--- config.mk ---
export PLATFORM = sky130hd
export DESIGN_NAME = muldiv_ctl
export DESIGN_NICKNAME = d
export VERILOG_FILES = /design/src/rtl/muldiv_ctl_pkg.sv /design/src/rtl/muldiv_ctl_rr_arbiter.sv /design/src/rtl/muldiv_ctl.sv
export SDC_FILE = /design/constraint.sdc
export NUM_CORES = 1
export LEC_CHECK = 0
export CAP_MARGIN = 30
export CORE_AREA = 2 2 285 287
export CTS_CLUSTER_SIZE = 28
export DETAILED_ROUTE_END_ITERATION = 12
export DIE_AREA = 0 0 287 289
export GPL_TIMING_DRIVEN = 0
export PLACE_DENSITY = 0.46
export SLEW_MARGIN = 10
export SYNTH_ARGS = -nofsm -noshare
export SYNTH_HDL_FRONTEND = slang
export SYNTH_SLANG_ARGS = --single-unit
--- constraint.sdc ---
create_clock -name clk -period 1.79 [get_ports clk]
set_input_delay 0.179 -clock clk [delete_from_list [all_inputs] [get_ports clk]]
set_output_delay 0.179 -clock clk [all_outputs]
set_load 0.02 [all_outputs]
--- src/rtl/muldiv_ctl_pkg.sv ---
// ============================================================================
// muldiv_ctl_pkg : shared mul/div bus types, op encoding and controller states
// Revision: 1.0
// ============================================================================
`default_nettype none

package muldiv_ctl_pkg;

    typedef logic [63:0] u64;

    typedef enum logic [2:0] {
        OP_MUL    = 3'd0,
        OP_MULH   = 3'd1,
        OP_MULHSU = 3'd2,
        OP_MULHU  = 3'd3,
        OP_DIV    = 3'd4,
        OP_DIVU   = 3'd5,
        OP_REM    = 3'd6,
        OP_REMU   = 3'd7
    } op_e;

    typedef struct packed {
        op_e  op;
        logic dw;
        u64   ia;
        u64   ib;
        u64   ia_orig;
    } mbus_req_t;

    typedef logic [2:0] muldiv_ctl_state_t;

    localparam muldiv_ctl_state_t ST_IDLE   = 3'd0;
    localparam muldiv_ctl_state_t ST_LAUNCH = 3'd1;
    localparam muldiv_ctl_state_t ST_WAIT   = 3'd2;
    localparam muldiv_ctl_state_t ST_RESP   = 3'd3;
    localparam muldiv_ctl_state_t ST_FLUSH  = 3'd4;

    function automatic logic is_mul_op(input op_e op);
        return op inside {OP_MUL, OP_MULH, OP_MULHSU, OP_MULHU};
    endfunction

    // dw=0 ops only look at the low word; upper bits are don't-care there.
    function automatic logic has_zero_operand(input mbus_req_t r);
        if (r.dw)
            return (r.ia == '0) || (r.ib == '0);
        return (r.ia[31:0] == '0) || (r.ib[31:0] == '0);
    endfunction

endpackage

`default_nettype wire

--- src/rtl/muldiv_ctl_rr_arbiter.sv ---
// ============================================================================
// rr_arbiter : round-robin one-hot grant, search starts one past ptr_i
// Revision: 1.0
// ============================================================================
`default_nettype none

module rr_arbiter #(
    parameter int N   = 2,
    parameter int IDW = $clog2(N)
) (
    input  logic [N-1:0]   req_i,
    input  logic [IDW-1:0] ptr_i,
    output logic [N-1:0]   gnt_o,
    output logic [IDW-1:0] idx_o,
    output logic           any_o
);

    logic [IDW-1:0] pos;
    logic           found;

    always_comb begin
        gnt_o = '0;
        idx_o = '0;
        pos   = '0;
        found = 1'b0;
        for (int k = 1; k <= N; k++) begin
            pos = IDW'((int'(ptr_i) + k) % N);
            if (!found && req_i[pos]) begin
                found      = 1'b1;
                gnt_o[pos] = 1'b1;
                idx_o      = pos;
            end
        end
        any_o = found;
    end

endmodule

`default_nettype wire

--- src/rtl/muldiv_ctl.sv ---
// ============================================================================
// muldiv_ctl : round-robin front end for the multicycle mul/div core
// Optional zero-operand MUL bypass: MULDIV_FASTPATH_EN
// Revision: 1.0
// ============================================================================
`default_nettype none

module muldiv_ctl
    import muldiv_ctl_pkg::*;
#(
    parameter  int NREQ = 2,
    localparam int IDW  = $clog2(NREQ)
) (
    input  logic            clk,
    input  logic            rst_n,
    input  logic            flush_i,
    input  logic [NREQ-1:0] req_valid_i,
    output logic [NREQ-1:0] req_ready_o,
    input  mbus_req_t       req_i [NREQ],
    output logic            resp_valid_o,
    input  logic            resp_ready_i,
    output logic [IDW-1:0]  resp_id_o,
    output u64              resp_data_o,
    output logic            resp_divzero_o,
    output logic            core_rst_o,
    output logic            core_op_begin_o,
    output mbus_req_t       core_req_o,
    input  logic            core_busy_i,
    input  u64              core_out_i,
    input  logic            core_divzero_i
);

    muldiv_ctl_state_t state_q, state_d;
    logic [IDW-1:0]    ptr_q, ptr_d;
    logic [IDW-1:0]    id_q, id_d;
    mbus_req_t         req_q, req_d;
    logic              resp_valid_q, resp_valid_d;
    logic [IDW-1:0]    resp_id_q, resp_id_d;
    u64                resp_data_q, resp_data_d;
    logic              resp_divzero_q, resp_divzero_d;

    logic [NREQ-1:0]   gnt;
    logic [IDW-1:0]    win_idx;
    logic              win_any;
    logic              fast;

    rr_arbiter #(.N(NREQ)) u_arb (
        .req_i (req_valid_i),
        .ptr_i (ptr_q),
        .gnt_o (gnt),
        .idx_o (win_idx),
        .any_o (win_any)
    );

`ifdef MULDIV_FASTPATH_EN
    assign fast = is_mul_op(req_i[win_idx].op) && has_zero_operand(req_i[win_idx]);
`else
    assign fast = 1'b0;
`endif

    always_comb begin
        state_d        = state_q;
        ptr_d          = ptr_q;
        id_d           = id_q;
        req_d          = req_q;
        resp_valid_d   = resp_valid_q;
        resp_id_d      = resp_id_q;
        resp_data_d    = resp_data_q;
        resp_divzero_d = resp_divzero_q;

        case (state_q)
            ST_IDLE: begin
                if (win_any) begin
                    req_d = req_i[win_idx];
                    id_d  = win_idx;
                    ptr_d = win_idx;
                    if (fast) begin
                        resp_data_d    = '0;
                        resp_divzero_d = 1'b0;
                        resp_id_d      = win_idx;
                        resp_valid_d   = 1'b1;
                        state_d        = ST_RESP;
                    end else begin
                        state_d = ST_LAUNCH;
                    end
                end
            end
            ST_LAUNCH: state_d = ST_WAIT;
            // The core's ready level is sticky, so only busy falling marks completion.
            ST_WAIT: begin
                if (!core_busy_i) begin
                    resp_data_d    = core_out_i;
                    resp_divzero_d = core_divzero_i;
                    resp_id_d      = id_q;
                    resp_valid_d   = 1'b1;
                    state_d        = ST_RESP;
                end
            end
            ST_RESP: begin
                if (resp_ready_i) begin
                    resp_valid_d = 1'b0;
                    state_d      = ST_IDLE;
                end
            end
            ST_FLUSH: state_d = ST_IDLE;
            default:  state_d = ST_IDLE;
        endcase

        if (flush_i && (state_q != ST_IDLE)) begin
            state_d      = ST_FLUSH;
            resp_valid_d = 1'b0;
        end
    end

    always_ff @(posedge clk or negedge rst_n) begin
        if (!rst_n) begin
            state_q        <= ST_IDLE;
            ptr_q          <= '0;
            id_q           <= '0;
            req_q          <= '0;
            resp_valid_q   <= 1'b0;
            resp_id_q      <= '0;
            resp_data_q    <= '0;
            resp_divzero_q <= 1'b0;
        end else begin
            state_q        <= state_d;
            ptr_q          <= ptr_d;
            id_q           <= id_d;
            req_q          <= req_d;
            resp_valid_q   <= resp_valid_d;
            resp_id_q      <= resp_id_d;
            resp_data_q    <= resp_data_d;
            resp_divzero_q <= resp_divzero_d;
        end
    end

    assign req_ready_o     = (state_q == ST_IDLE) ? gnt : '0;
    assign resp_valid_o    = resp_valid_q;
    assign resp_id_o       = resp_id_q;
    assign resp_data_o     = resp_data_q;
    assign resp_divzero_o  = resp_divzero_q;
    assign core_rst_o      = !rst_n || (state_q == ST_FLUSH);
    assign core_op_begin_o = (state_q == ST_LAUNCH);
    assign core_req_o      = req_q;

endmodule

`default_nettype wire

* Yosys cells after proc, flatten, opt, wreduce, memory -nomap -nowiden
Index checks and enable logic that the tools add are counted.
Storage, ports and cells: flip-flop bits (word level) 267, input port bits 464, output and inout port bits 267, word-level logic and storage cells 69
Cells by class: add/subtract/negate cells 2, order comparisons 5, eq/ne operators 7, multiplexer cells 27, bitwise logic cells 3, reduce and logical (&&, ||, !) cells 14
Operator list (count):
- $mux 196 | 3
- $mux 1 | 13
- $mux 3 | 4
- $pmux 3 s4 | 1
- $eq 3x2->1 const B | 2
- $mux 2 | 3
- $ne 3x3->1 const B | 2
- $reduce_and 3->1 | 2
- $reduce_bool 3->1 | 2
- $logic_and 1x1->1 | 4
- $lt 1x2->1 const B | 2
- $reduce_and 2->1 | 2
- $eq 3x1->1 const B | 1
- $eq 3x3->1 const B | 1
- $logic_not 3->1 | 1
- $ne 3x2->1 const B | 1
- $add 1x1->1 const B | 2
- $demux 1 s1 | 2
- $ge 1x1->1 const B | 2
- $ge 2x2->1 const B | 1
- $logic_not 1->1 | 2
- $not 1->2 | 1
- $or 2x2->2 | 1
- $pmux 1 s2 | 1
- 2 further kinds | 2

* Depth between registers and ports, before layout
depth in word-level cells 11, gate-level depth with buffers 8

* Modules after synthesis
Synthesis repeated with hierarchy kept, for this count alone.
Unflattened totals: cell total of the unflattened synthesis 1027, area, all modules 11712.5 µm²
Modules (own cells, without submodules):
- muldiv_ctl | instances 1, cells an instance 1022, area an instance 11680.0 µm², sequential area each 6681.4 µm²
- rr_arbiter | instances 1, cells an instance 5, area an instance 32.5 µm², sequential area each 0.0 µm²

* Least setup slack after synthesis
OpenSTA, ideal clock, no wires.
path kind reg-to-reg, from reg state_q[0], to reg resp_data_q[23] (netlist: resp_data_o[23]), arrival time 1446 ps, required time 1663 ps, setup slack 216 ps, cell stages (with the launch flop) 6, path buffers 3, path through dfrtp_1 buf_2 nor4b_4 buf_4 buf_6 mux2_1
On the way: cells in the longest elaborated chain, start to end 2
Ends and longest elaborated chain:
- start: declaration | line muldiv_ctl.sv:33 | muldiv_ctl_state_t state_q, state_d;
- start signal: assignment | line muldiv_ctl.sv:126 | state_q <= state_d;
- $eq 3x2->1 | line muldiv_ctl.sv:71 | case (state_q)
- $reduce_and 2->1 (no line)
- end signal: assignment | line muldiv_ctl.sv:132 | resp_data_q <= resp_data_d;
- end: declaration | line muldiv_ctl.sv:39 | u64 resp_data_q, resp_data_d;
Every way passes these cells. A chain may end at the register's enable or synchronous reset.

* Worst setup path in the final report
from reg state_q[1], to reg req_q (netlist bit core_req_o[141])
On the way: cells in the longest elaborated chain, start to end 2
Ends and longest elaborated chain:
- $logic_not 3->1 | line muldiv_ctl.sv:71
- $reduce_and 2->1 (no line)
- end signal: assignment | line muldiv_ctl.sv:129 | req_q <= req_d;
- end: declaration | line muldiv_ctl.sv:36 | mbus_req_t req_q, req_d;
Every way passes these cells.

==> results_tabular.tex <==
\begin{tabular}{lr}
\hline
Metric & Value \\
\hline
\multicolumn{2}{l}{\textbf{Floorplan}} \\
Placement row count & 104 \\
Die W & 287 um \\
Total Die Area & 0.0829 mm\^{}2 \\
Core footprint & 0.0799 mm\^{}2 \\
Initial core utilization & 0.159 \\
Chip Height & 289 um \\
Number of ports placed on the die boundary & 731 \\
\multicolumn{2}{l}{\textbf{Timing}} \\
Accumulated negative setup slack & -8.54 ns \\
Transition time of the tightest slew-check pin & 0.595 ns \\
Final slew viol count & 0 \\
Final critical-path share of the clock period & 1.05 \\
Final Hold Fails & 101 \\
Max-slew headroom at the worst pin & 0.603 \\
Maximum achievable frequency & 0.531 GHz \\
Clock period minus worst slack & 1.88 ns \\
Final setup fails & 193 \\
RSZ-0062 raised after global routing & yes \\
Worst hold slack & -0.561 ns \\
Setup slack after layout & -0.0917 ns \\
Clock tree skew after final layout & 0.0207 ns \\
\multicolumn{2}{l}{\textbf{Cells and area}} \\
Area overhead of the layout relative to synthesis & 99.3\% \\
Area of the multi-input gates & 0.00604 mm\^{}2 \\
Share of layout cells above drive strength 1 & 0.302 \\
Count of filler cells inserted in the layout & 8105 \\
Area occupied by registers & 0.00668 mm\^{}2 \\
Nets & 2339 \\
Layout Cells excl Fill & 2959 \\
Post-layout utilization of the core & 0.318 \\
\multicolumn{2}{l}{\textbf{Global routing}} \\
Vias in the first global route & 11.9k \\
All-layer global routing usage & 0.135 \\
Overflow left after global routing & 0 \\
Number of antenna violations at the first check in global routing & 3 \\
Pin count of the biggest net entering global routing & 100 \\
Wire length of the first global-routing pass & 81.6 mm \\
\multicolumn{2}{l}{\textbf{Drt}} \\
Number of design-rule violations left by the first detailed-router iteration & 287 \\
Number of DRC violations after detailed routing & 0 \\
Final routed wirelength across all metal layers & 61.8 mm \\
Count of nets left with antenna violations after detail routing & 0 \\
Number of detailed-route iterations in the first pass & 4 \\
Via density per instance & 3.76 \\
Per-cell routed wire length & 20.9 um \\
Routed vias & 11.1k \\
\multicolumn{2}{l}{\textbf{Setup path}} \\
Setup CP Type & reg -> reg \\
Total buffers and inverters traversed by the critical path & 5 \\
Crit end category & flop \\
Cells traversed along the worst timing path & nor3\_4 > buf\_6 > o21a\_4 > buf\_12 > buf\_6 > clkbuf\_16 > clkbuf\_16 > a21oi\_2 \\
Cell family with the largest share of critical-path delay & buffers and inverters \\
Crit path max fanout & 8 \\
Highest cell delay on the worst timing path & 0.44 ns \\
Data required time of the worst path & 2.21 ns \\
Arrival time at the worst endpoint & 2.30 ns \\
Master of the slowest instance on the critical path & dfrtp\_2 \\
Launching element type of the critical path & flop \\
\multicolumn{2}{l}{\textbf{Yosys}} \\
Syn\_nets & 1490 \\
Main combinational cell family by area after synthesis & multiplexers \\
Share of synthesized cell area in full adder, half adder and majority cells & 0 \\
Syn Inst Count & 1026 \\
Synthesis warning total & 0 \\
Portion of netlist area occupied by mux cells & 0.212 \\
XOR/XNOR share of the synthesized area & 0 \\
Post-synthesis cell area & 0.0127 mm\^{}2 \\
Simple-gate area share of the yosys netlist & 0.0686 \\
Syn\_area\_per\_cell & 12.4 um\^{}2 \\
Register bit total from synthesis & 267 \\
Distinct cell type count of the synthesized netlist & 29 \\
Post-synthesis sequential area ratio & 0.525 \\
Complex-gate fraction of the synthesized area & 0.135 \\
\multicolumn{2}{l}{\textbf{Power}} \\
Pleak & 10.3 nW \\
Peak supply drop & 652 uV \\
Pwr per Cell Area & 1760 mW/mm\^{}2 \\
Reg power frac & 0.247 \\
Switching portion of total power & 0.397 \\
Fraction of power consumed by combinational cells & 0.601 \\
Portion of total power attributed to the clock network & 0.152 \\
Post-layout power & 44.7 mW \\
Int Power & 27.0 mW \\
Reported net switching power & 17.7 mW \\
\multicolumn{2}{l}{\textbf{Clock network}} \\
Max Buffers Root-to-Sink & 3 \\
TritonCTS clock tree & done \\
\# H-tree levels & 2 \\
Count of clock tree sinks & 267 \\
Worst-Skew Late Latency & 0.54 ns \\
Cts bufs inserted & 35 \\
Register clock-pin slew on the reported worst setup and hold paths & 0.06 ns \\
Root buffer selected by CTS & clkbuf\_16 \\
\multicolumn{2}{l}{\textbf{Hold path}} \\
Worst min-delay path class & in -> async \\
\multicolumn{2}{l}{\textbf{Status}} \\
Status & complete, but fails checks \\
Failing checks & negative hold slack, negative setup slack \\
\multicolumn{2}{l}{\textbf{Flow run}} \\
Total of max-cap violations & 0 \\
\multicolumn{2}{l}{\textbf{Place}} \\
Count of buffers inserted at the top-level ports & 730 \\
Weighted congestion at the end of routability-driven global placement & 0.797 \\
Number of placed cells counting well taps & 2819 \\
Dpl hpwl & 45.1 mm \\
\hline
\end{tabular}
[area by class of cell]
| cell class | count | share of cell area |
|---|---|---|
| clock inverter | 8 | 0.00241 |
| clock buffer | 52 | 0.0406 |
| timing repair buffer | 817 | 0.358 |
| multi-input combinational | 683 | 0.238 |
| inverter | 1 | 0.000148 |
| tap | 1060 | 0.0522 |
| sequential | 267 | 0.263 |
| buffer | 70 | 0.0448 |
| antenna | 1 | 0.0000986 |
[placed cells by master (no fill, tap or decap), drive strengths merged, types with 2 or more instances in the layout]
cell type,netlist,routed
a21oi,199,199
buf,71,132
clkbuf,4,82
clkdlybuf4s50,0,679
clkinv,0,5
dfrtp,267,267
dlymetal6s2s,0,46
inv,1,3
mux2,66,66
mux2i,196,196
nand2,6,6
nand2b,2,2
nor2,197,197
nor2b,3,3
o21ai,3,3
[state kept, by name, summed over array words and instances (netlist names)]
signal / cells
resp_id_o: 1
id_q: 1
state_q: 3
resp_valid_o: 1
resp_data_o: 64
core_req_o: 196
resp_divzero_o: 1
[synth_stat cells, drive strengths merged]
cell,count,share of area
dfrtp,267,0.52
a21oi,199,0.13
nand2,6,0.0018
buf,71,0.057
inv,1,0.00029
nor2b,3,0.0015
nor2,197,0.058
and3,1,0.00049
mux2i,196,0.15
nor4b,1,0.0019
mux2,66,0.058
nand2b,2,0.00098
and2,1,0.00049
a21boi,1,0.00059
o21ai,3,0.0012
nand3,1,0.00039
o21a,1,0.00059
clkbuf,4,0.0024
nor3b,1,0.00059
o32ai,1,0.00069
nor3,1,0.0013
nor4,1,0.00049
and3b,1,0.00069
[worst reg2reg max path: stages (launching register included)]
cell and delay (ns):
dfrtp_2 0.44, nor3_4 0.27, buf_6 0.17, o21a_4 0.17, buf_12 0.17, buf_6 0.12, clkbuf_16 0.19, clkbuf_16 0.18
a21oi_2 0.05
[power groups by stage]
stage / combinational [mW] / sequential, mW / clock, mW
finish: 26.9 / 11.0 / 6.79
detailed placement: 21.3 / 10.8 / 0
floorplan: 7.45 / 14.1 / 0
global route: 28.5 / 11.4 / 7.30
CTS: 25.0 / 10.8 / 7.08
global placement: 21.2 / 10.7 / 0
[metrics by stage]
stage / setup WS (ns) / instance area (um^2)
after global routing: -0.200 / 25400
after detailed placement: -1.11 / 21500
after floorplan: 0.216 / 12700
after global placement: -11.91 / 21400
after CTS: -0.168 / 24000
final: -0.0917 / 25400
[repair_timing]
| action | in CTS | in global routing |
|---|---|---|
| cloned | 20 | 28 |
| pin swaps | 1 | 6 |
| buffers inserted | 22 | 24 |
| endpoints found under the hold margin | 101 | 101 |
| resized for setup | 208 | 230 |
| endpoints found under the setup margin | 233 | 306 |
[logic make-up (layout without fill, tap and decap cells)]
kind of cell           count (synthesis)  after routing
DFF                                  267            267
and+or+nand+nor                      216            216
muxes                                262            262
other                                  0              1
AOI/OAI and AO/OA                    205            205
buffers and inverters                 76            948
[layer usage]
metal,share of wire,track usage
met5,0.00044,0
met1,0.38,0.150
met4,0.022,0.0368
met2,0.53,0.249
met3,0.071,0.0411
[path summary, 6_finish.rpt]
check                                 from               to  slack [ns]  cells past startpoint
max                             state_q[1]  core_req_o[141]       -0.09                      8
min                                  rst_n   core_req_o[92]       -0.56                      1
max reg2reg                     state_q[1]  core_req_o[141]       -0.09                      8
min reg2reg                resp_data_o[11]  resp_data_o[11]        0.50                      1
max in group asynchronous            rst_n   core_req_o[43]        1.14                      3
min in group clk            core_out_i[20]  resp_data_o[20]        0.25                      2
(Power assumes the default switching activity.)
